### config.mk
export PLATFORM = sky130hd
export DESIGN_NAME = aesl_deadlock_axis_monitor
export DESIGN_NICKNAME = d
export VERILOG_FILES = /design/src/rtl/aesl_deadlock_pkg.sv /design/src/rtl/aesl_deadlock_chan_persist.sv /design/src/rtl/aesl_deadlock_axis_monitor.sv
export SDC_FILE = /design/constraint.sdc
export NUM_CORES = 1
export LEC_CHECK = 0
export BUFFER_PORTS_ARGS = -buffer_cell sky130_fd_sc_hd__buf_2
export CAP_MARGIN = 5
export CORE_MARGIN = 2
export CORE_UTILIZATION = 45
export DETAILED_ROUTE_END_ITERATION = 7
export GPL_ROUTABILITY_DRIVEN = 0
export PLACE_DENSITY = 0.77
export SETUP_SLACK_MARGIN = 0.4
export SYNTH_ARGS = -nofsm -noshare
export SYNTH_HDL_FRONTEND = slang
export SYNTH_SLANG_ARGS = --single-unit
### constraint.sdc
create_clock -name clock -period 2.4 [get_ports clock]
set_clock_uncertainty 0.1 [all_clocks]
set_input_delay 0.48 -clock clock [delete_from_list [all_inputs] [get_ports clock]]
set_output_delay 0.48 -clock clock [all_outputs]
set_load 0.02 [all_outputs]
### src/rtl/aesl_deadlock_pkg.sv
// Shared state encodings and helpers for the AXIS deadlock monitor.
package aesl_deadlock_pkg;

    localparam logic [1:0] ST_IDLE    = 2'd0;
    localparam logic [1:0] ST_PENDING = 2'd1;
    localparam logic [1:0] ST_BLOCKED = 2'd2;
    localparam logic [1:0] ST_HELD    = 2'd3;

    // Field value for a tripped channel: all ones except the channel's own bit.
    function automatic logic [31:0] info_field(input int idx, input int n);
        logic [31:0] mask;
        mask = (n >= 32) ? '1 : ((32'd1 << n) - 32'd1);
        return ~(32'd1 << idx) & mask;
    endfunction

    function automatic int clog2(input int v);
        int r;
        r = 0;
        for (int i = 0; i < 31; i++) begin
            if ((1 << i) < v) r = i + 1;
        end
        return r;
    endfunction

endpackage

### src/rtl/aesl_deadlock_chan_persist.sv
// Saturating persistence counter for one AXIS block signal; exposes next-cycle trip/busy.
module aesl_deadlock_chan_persist
    import aesl_deadlock_pkg::*;
#(
    parameter int THRESH = 1
) (
    input  logic clock,
    input  logic reset_n,
    input  logic clear,
    input  logic sig,
    output logic trip_d,
    output logic busy_d
);

    localparam int CW = (clog2(THRESH + 1) < 1) ? 1 : clog2(THRESH + 1);
    localparam logic [CW-1:0] LIM = CW'(THRESH);

    logic [CW-1:0] cnt_q, cnt_d;

    // Any low cycle restarts persistence from zero.
    always_comb begin
        cnt_d = '0;
        if (!clear && sig) begin
            cnt_d = (cnt_q == LIM) ? cnt_q : cnt_q + CW'(1);
        end
    end

    always_ff @(posedge clock or negedge reset_n) begin
        if (!reset_n) cnt_q <= '0;
        else          cnt_q <= cnt_d;
    end

    assign trip_d = (cnt_d == LIM);
    assign busy_d = (cnt_d != '0);

endmodule

### src/rtl/aesl_deadlock_axis_monitor.sv
// AXIS deadlock monitor: per-channel persistence, report FSM, info/first-channel/duration registers.
module aesl_deadlock_axis_monitor
    import aesl_deadlock_pkg::*;
#(
    parameter int NUM_AXIS = 3,
    parameter int NUM_INST = 1,
    parameter int THRESH   = 1,
    parameter int CNT_W    = 16,
    parameter int STICKY   = 0
) (
    input  logic                              clock,
    input  logic                              reset_n,
    input  logic [NUM_AXIS-1:0]               axis_block_sigs,
    input  logic [NUM_INST-1:0]               inst_idle_sigs,
    input  logic [NUM_INST-1:0]               inst_block_sigs,
    input  logic                              clear,
    output logic [NUM_AXIS*NUM_AXIS-1:0]      axis_block_info,
    output logic                              block,
    output logic [$clog2(NUM_AXIS+1)-1:0]     first_chan,
    output logic [CNT_W-1:0]                  block_cycles,
    output logic                              all_idle
);

    localparam int FC_W = $clog2(NUM_AXIS + 1);
    localparam logic [CNT_W-1:0] CYC_MAX = '1;

    logic [NUM_AXIS-1:0] trip_d, busy_d;
    logic                inst_trip_d, any_trip, any_busy, entering, in_blk_d;

    logic [1:0]                     state_q, state_d;
    logic [NUM_AXIS-1:0]            acc_q, acc_d, shown;
    logic [NUM_AXIS*NUM_AXIS-1:0]   info_q, info_d;
    logic [FC_W-1:0]                first_q, first_d;
    logic [CNT_W-1:0]               cyc_q, cyc_d;
    logic                           all_idle_q, all_idle_d;
    logic [31:0]                    fld;
    int                             low;

    for (genvar i = 0; i < NUM_AXIS; i++) begin : g_chan
        aesl_deadlock_chan_persist #(.THRESH(THRESH)) u_chan (
            .clock   (clock),
            .reset_n (reset_n),
            .clear   (clear),
            .sig     (axis_block_sigs[i]),
            .trip_d  (trip_d[i]),
            .busy_d  (busy_d[i])
        );
    end

    // The FSM steps on the counters' next values so it lands in the same cycle they do.
    assign inst_trip_d = |inst_block_sigs && !clear;
    assign any_trip    = (|trip_d) || inst_trip_d;
    assign any_busy    = |busy_d;

    always_comb begin
        state_d = state_q;
        case (state_q)
            ST_IDLE, ST_PENDING: begin
                if (any_trip)      state_d = ST_BLOCKED;
                else if (any_busy) state_d = ST_PENDING;
                else               state_d = ST_IDLE;
            end
            ST_BLOCKED: begin
                if (!any_trip) begin
                    if (STICKY != 0)   state_d = ST_HELD;
                    else if (any_busy) state_d = ST_PENDING;
                    else               state_d = ST_IDLE;
                end
            end
            default: state_d = state_q;
        endcase
        if (clear) state_d = ST_IDLE;

        in_blk_d = (state_d == ST_BLOCKED) || (state_d == ST_HELD);
        entering = (state_d == ST_BLOCKED) &&
                   (state_q != ST_BLOCKED) && (state_q != ST_HELD);

        low = NUM_AXIS;
        for (int i = NUM_AXIS - 1; i >= 0; i--) begin
            if (trip_d[i]) low = i;
        end

        acc_d   = '0;
        info_d  = '0;
        first_d = '0;
        cyc_d   = '0;
        shown   = '0;
        fld     = '0;
        if (in_blk_d) begin
            acc_d   = entering ? trip_d : (acc_q | trip_d);
            first_d = entering ? FC_W'(low) : first_q;
            cyc_d   = entering ? CNT_W'(1) :
                      ((cyc_q == CYC_MAX) ? cyc_q : cyc_q + CNT_W'(1));
            // HELD shows everything seen since the block started, not just the live pattern.
            shown   = (state_d == ST_HELD) ? acc_d : trip_d;
            for (int i = 0; i < NUM_AXIS; i++) begin
                if (shown[i]) begin
                    fld = info_field(i, NUM_AXIS);
                    info_d[i*NUM_AXIS +: NUM_AXIS] = fld[NUM_AXIS-1:0];
                end
            end
        end

        all_idle_d = clear ? 1'b0 : &inst_idle_sigs;
    end

    always_ff @(posedge clock or negedge reset_n) begin
        if (!reset_n) begin
            state_q    <= ST_IDLE;
            acc_q      <= '0;
            info_q     <= '0;
            first_q    <= '0;
            cyc_q      <= '0;
            all_idle_q <= 1'b0;
        end else begin
            state_q    <= state_d;
            acc_q      <= acc_d;
            info_q     <= info_d;
            first_q    <= first_d;
            cyc_q      <= cyc_d;
            all_idle_q <= all_idle_d;
        end
    end

    assign block           = (state_q == ST_BLOCKED) || (state_q == ST_HELD);
    assign axis_block_info = info_q;
    assign first_chan      = first_q;
    assign block_cycles    = cyc_q;
    assign all_idle        = all_idle_q;

endmodule
==> reports/metrics.yaml <==
final_layout:
  syn2layout_area_growth_pct: 19.1
  antenna_cells_inserted: 0
  fin_area_um2: 1680
  drive_above_1_share: 0.307
  instances_no_fill: 233
  fin_nets: 199
  fin_util: 0.556
clocking:
  clockRootBuffer: "clkbuf_4"
  cts-htree-levels: 1
  hold_buffers: 0
  cts.sinks: 27
  clk_latency_ns: 0.34
  path_clk_slew_ns: 0.16
  cts_tree: "built"
  clk_path_buf_depth: 2
  cts_inserted_buffers: 3
die:
  start_util: 0.467
  dieArea_um2: 3610
  die_y_um: 60.1
  coreArea_um2: 3030
  num_rows: 20
  dieWidth_um: 60.1
  pin_count: 37
grt:
  gr-total-overflow: 0
  grt_max_degree: 28
  grt_pass1_vias: 1158
  grt_util_all_layers: 0.197
  grt_antenna_before_repair: 0
  grt_pass1_wl_um: 5310
place:
  dp_hpwl_um: 2290
  pre_cts_ws_ns: -0.0261
  dpl_cell_area_um2: 1610
  dp.cells: 225
  port_buffers: 33
drt:
  via_per_inst: 5.39
  dr.pass1.iters: 4
  drc: 0
  wl_per_cell_um: 13.8
  drt_iter0_drc: 56
  dr_total_vias: 1256
  ant_nets: 0
  wl_um: 3230
setup_path:
  r2r-start: "block_cycles[8]$_DFFE_PN0P_"
  critPathLaunch: "block_cycles[8]$_DFFE_PN0P_"
  endpoint_kind: "register"
  required_ns: 2.55
  worstRegToRegCells: 4
  rrSetupSlack_ns: 0.47
  crit_type: "reg -> reg"
  setup.worst_path.end: "block_cycles[14]$_DFFE_PN0P_"
  cp-start-kind: "register"
  cp_data_arrival_time_ns: 2.08
  worstReg2RegEnd: "block_cycles[14]$_DFFE_PN0P_"
  worstPathMaxFanout: 7
sta:
  period_share: 0.805
  slew_headroom: 0.508
  fin_ws_ns: 0.467
  min_period_ns: 1.93
  finalMaxSlewViolations: 0
  rsz0062_at_grt: "no"
  hold_viol: 0
  worst_slew_pin_slew_ns: 0.738
  final-setup-viol-count: 0
  max_freq_ghz: 0.517
pwr:
  p_sw_frac: 0.282
  comb_power_share: 0.119
  clock_power_share: 0.279
  sequentialPowerShare: 0.602
  p_int_mw: 0.567
  irDropWorstVdd_uv: 226
  fin_total_pwr_mw: 0.789
  p_sw_mw: 0.222
  power_density_nw_per_um2: 468
  leakage_nw: 0.771
outcome:
  status: "completed"
logic_synthesis:
  syn_area_um2: 1410
  synth_ff_type: "dfrtp_1"
  ys_ff_latch: 27
  yosysWarnings: 0
  synth_area_leaders: "dfrtp_1, nand2_1, a21oi_1, mux2i_1, nand3_1"
  synthCells: 156
  synthTopCellsByCount: "dfrtp_1, nand2_1, a21oi_1, nand3_1, nor2_1"
  syn_avg_cell_area_um2: 9.06
  async_flop_share: 1.00
  synth_area_leader_cell: "dfrtp_1"
  synth.distinct_cells: 35
  yosysMostFrequentCell: "dfrtp_1"
  ys_seq_area_frac: 0.478
  yosysTopAreaCellShare: 0.478
  synth_edf_count: 0
flow_run:
  max-cap-violations: 0
min_path:
  hold_class: "in -> async"
cell type report:
cell class | count | area (um^2)
Clock buffer | 3 | 22.5
Timing Repair Buffer | 40 | 218
Inverter | 8 | 30.0
Clock inverter | 1 | 8.76
Multi-Input combinational cell | 110 | 669
Sequential cell | 27 | 681
Tap cell | 44 | 55.1
Fill cell | 268 | 1340
cell usage in the layout (no fill, tap or decap), drive strengths merged:
cell	netlist	routed
o41ai	1	1
nor2b	1	1
buf	7	40
a21o	2	2
nor4	2	2
a31oi	4	4
or4b	1	1
o21ai	8	8
clkbuf	6	3
a221oi	1	1
o21bai	3	3
a21oi	12	12
and3	3	3
or4	2	2
nand2	18	18
or2	1	1
nand4	3	3
o2111ai	1	1
nand3	9	9
a2111o	2	2
a211oi	4	4
nor4b	1	1
mux2i	5	5
inv	8	9
conb	1	3
dfrtp	27	27
nor2	9	9
nand2b	5	5
or3	3	3
ha	1	1
nor3	5	5
logic make-up (layout without fill, tap and decap cells):
| kind of cell | after synthesis | count (layout) | synth area share |
|---|---|---|---|
| AO/OA/AOI/OAI | 38 | 38 | 0.171 |
| AND/OR/NAND/NOR | 63 | 63 | 0.232 |
| flip-flops | 27 | 27 | 0.478 |
| buffers and inverters | 21 | 52 | 0.0726 |
| adder cells (fa/ha/maj) | 1 | 1 | 0.00885 |
| other | 1 | 3 | 0.00265 |
| multiplexers | 5 | 5 | 0.0354 |
worst min-delay path by stage:
stage	start	endpoint	slack [ns]	cells past startpoint
finish	reset_n	first_chan[1]$_DFFE_PN0P_	0.005	1
global route	reset_n	first_chan[1]$_DFFE_PN0P_	0.04	1
CTS	reset_n	block_cycles[2]$_DFFE_PN0P_	0.02	1
detailed placement	acc_q[2]$_DFF_PN0_	acc_q[2]$_DFF_PN0_	0.41	2
global placement	acc_q[2]$_DFF_PN0_	acc_q[2]$_DFF_PN0_	0.38	2
floorplan	reset_n	acc_q[0]$_DFF_PN0_	0.08	0
registers in the layout, indices dropped and copies added (netlist names):
name and flops:
axis_block_info 3, block_cycles 16, all_idle 1, acc_q 3, state_q 2, first_chan 2
power by group through the flow:
stage	sequential [mW]	combinational (mW)	clock [mW]
floorplan	0.495	0.0480	0
global placement	0.485	0.0837	0
detailed placement	0.486	0.0867	0
CTS	0.477	0.0873	0.226
global route	0.477	0.105	0.242
finish	0.475	0.0939	0.220
through the flow:
step                hold WS [ns]  setup TNS (ns)
finish                   0.00548               0
global route              0.0391               0
CTS                       0.0232               0
detailed placement         0.409         -0.0261
global placement           0.380               0
floorplan                 0.0844               0
metal layers:
metal | up-vias | routed length [um] | GRT usage
li1 | 619 | - | -
met1 | 599 | 1420 | 0.270
met2 | 33 | 1640 | 0.314
met3 | 5 | 118 | 0.0281
met4 | 0 | 50 | 0.0825
met5 | - | 0 | 0
worst max-delay path, stage by stage, from the launching register on:
cell     delay [ns]
dfrtp_1        0.46
nand4_2        0.17
or3_4          0.45
or4b_1         0.49
and3_1         0.18
timing repair:
action                     in CTS  in global routing
buffers inserted                0                  4
resized for setup               1                  2
pin swaps                       0                  1
setup endpoints to repair       7                 11
No activity file was read; power rests on OpenSTA's default activity.
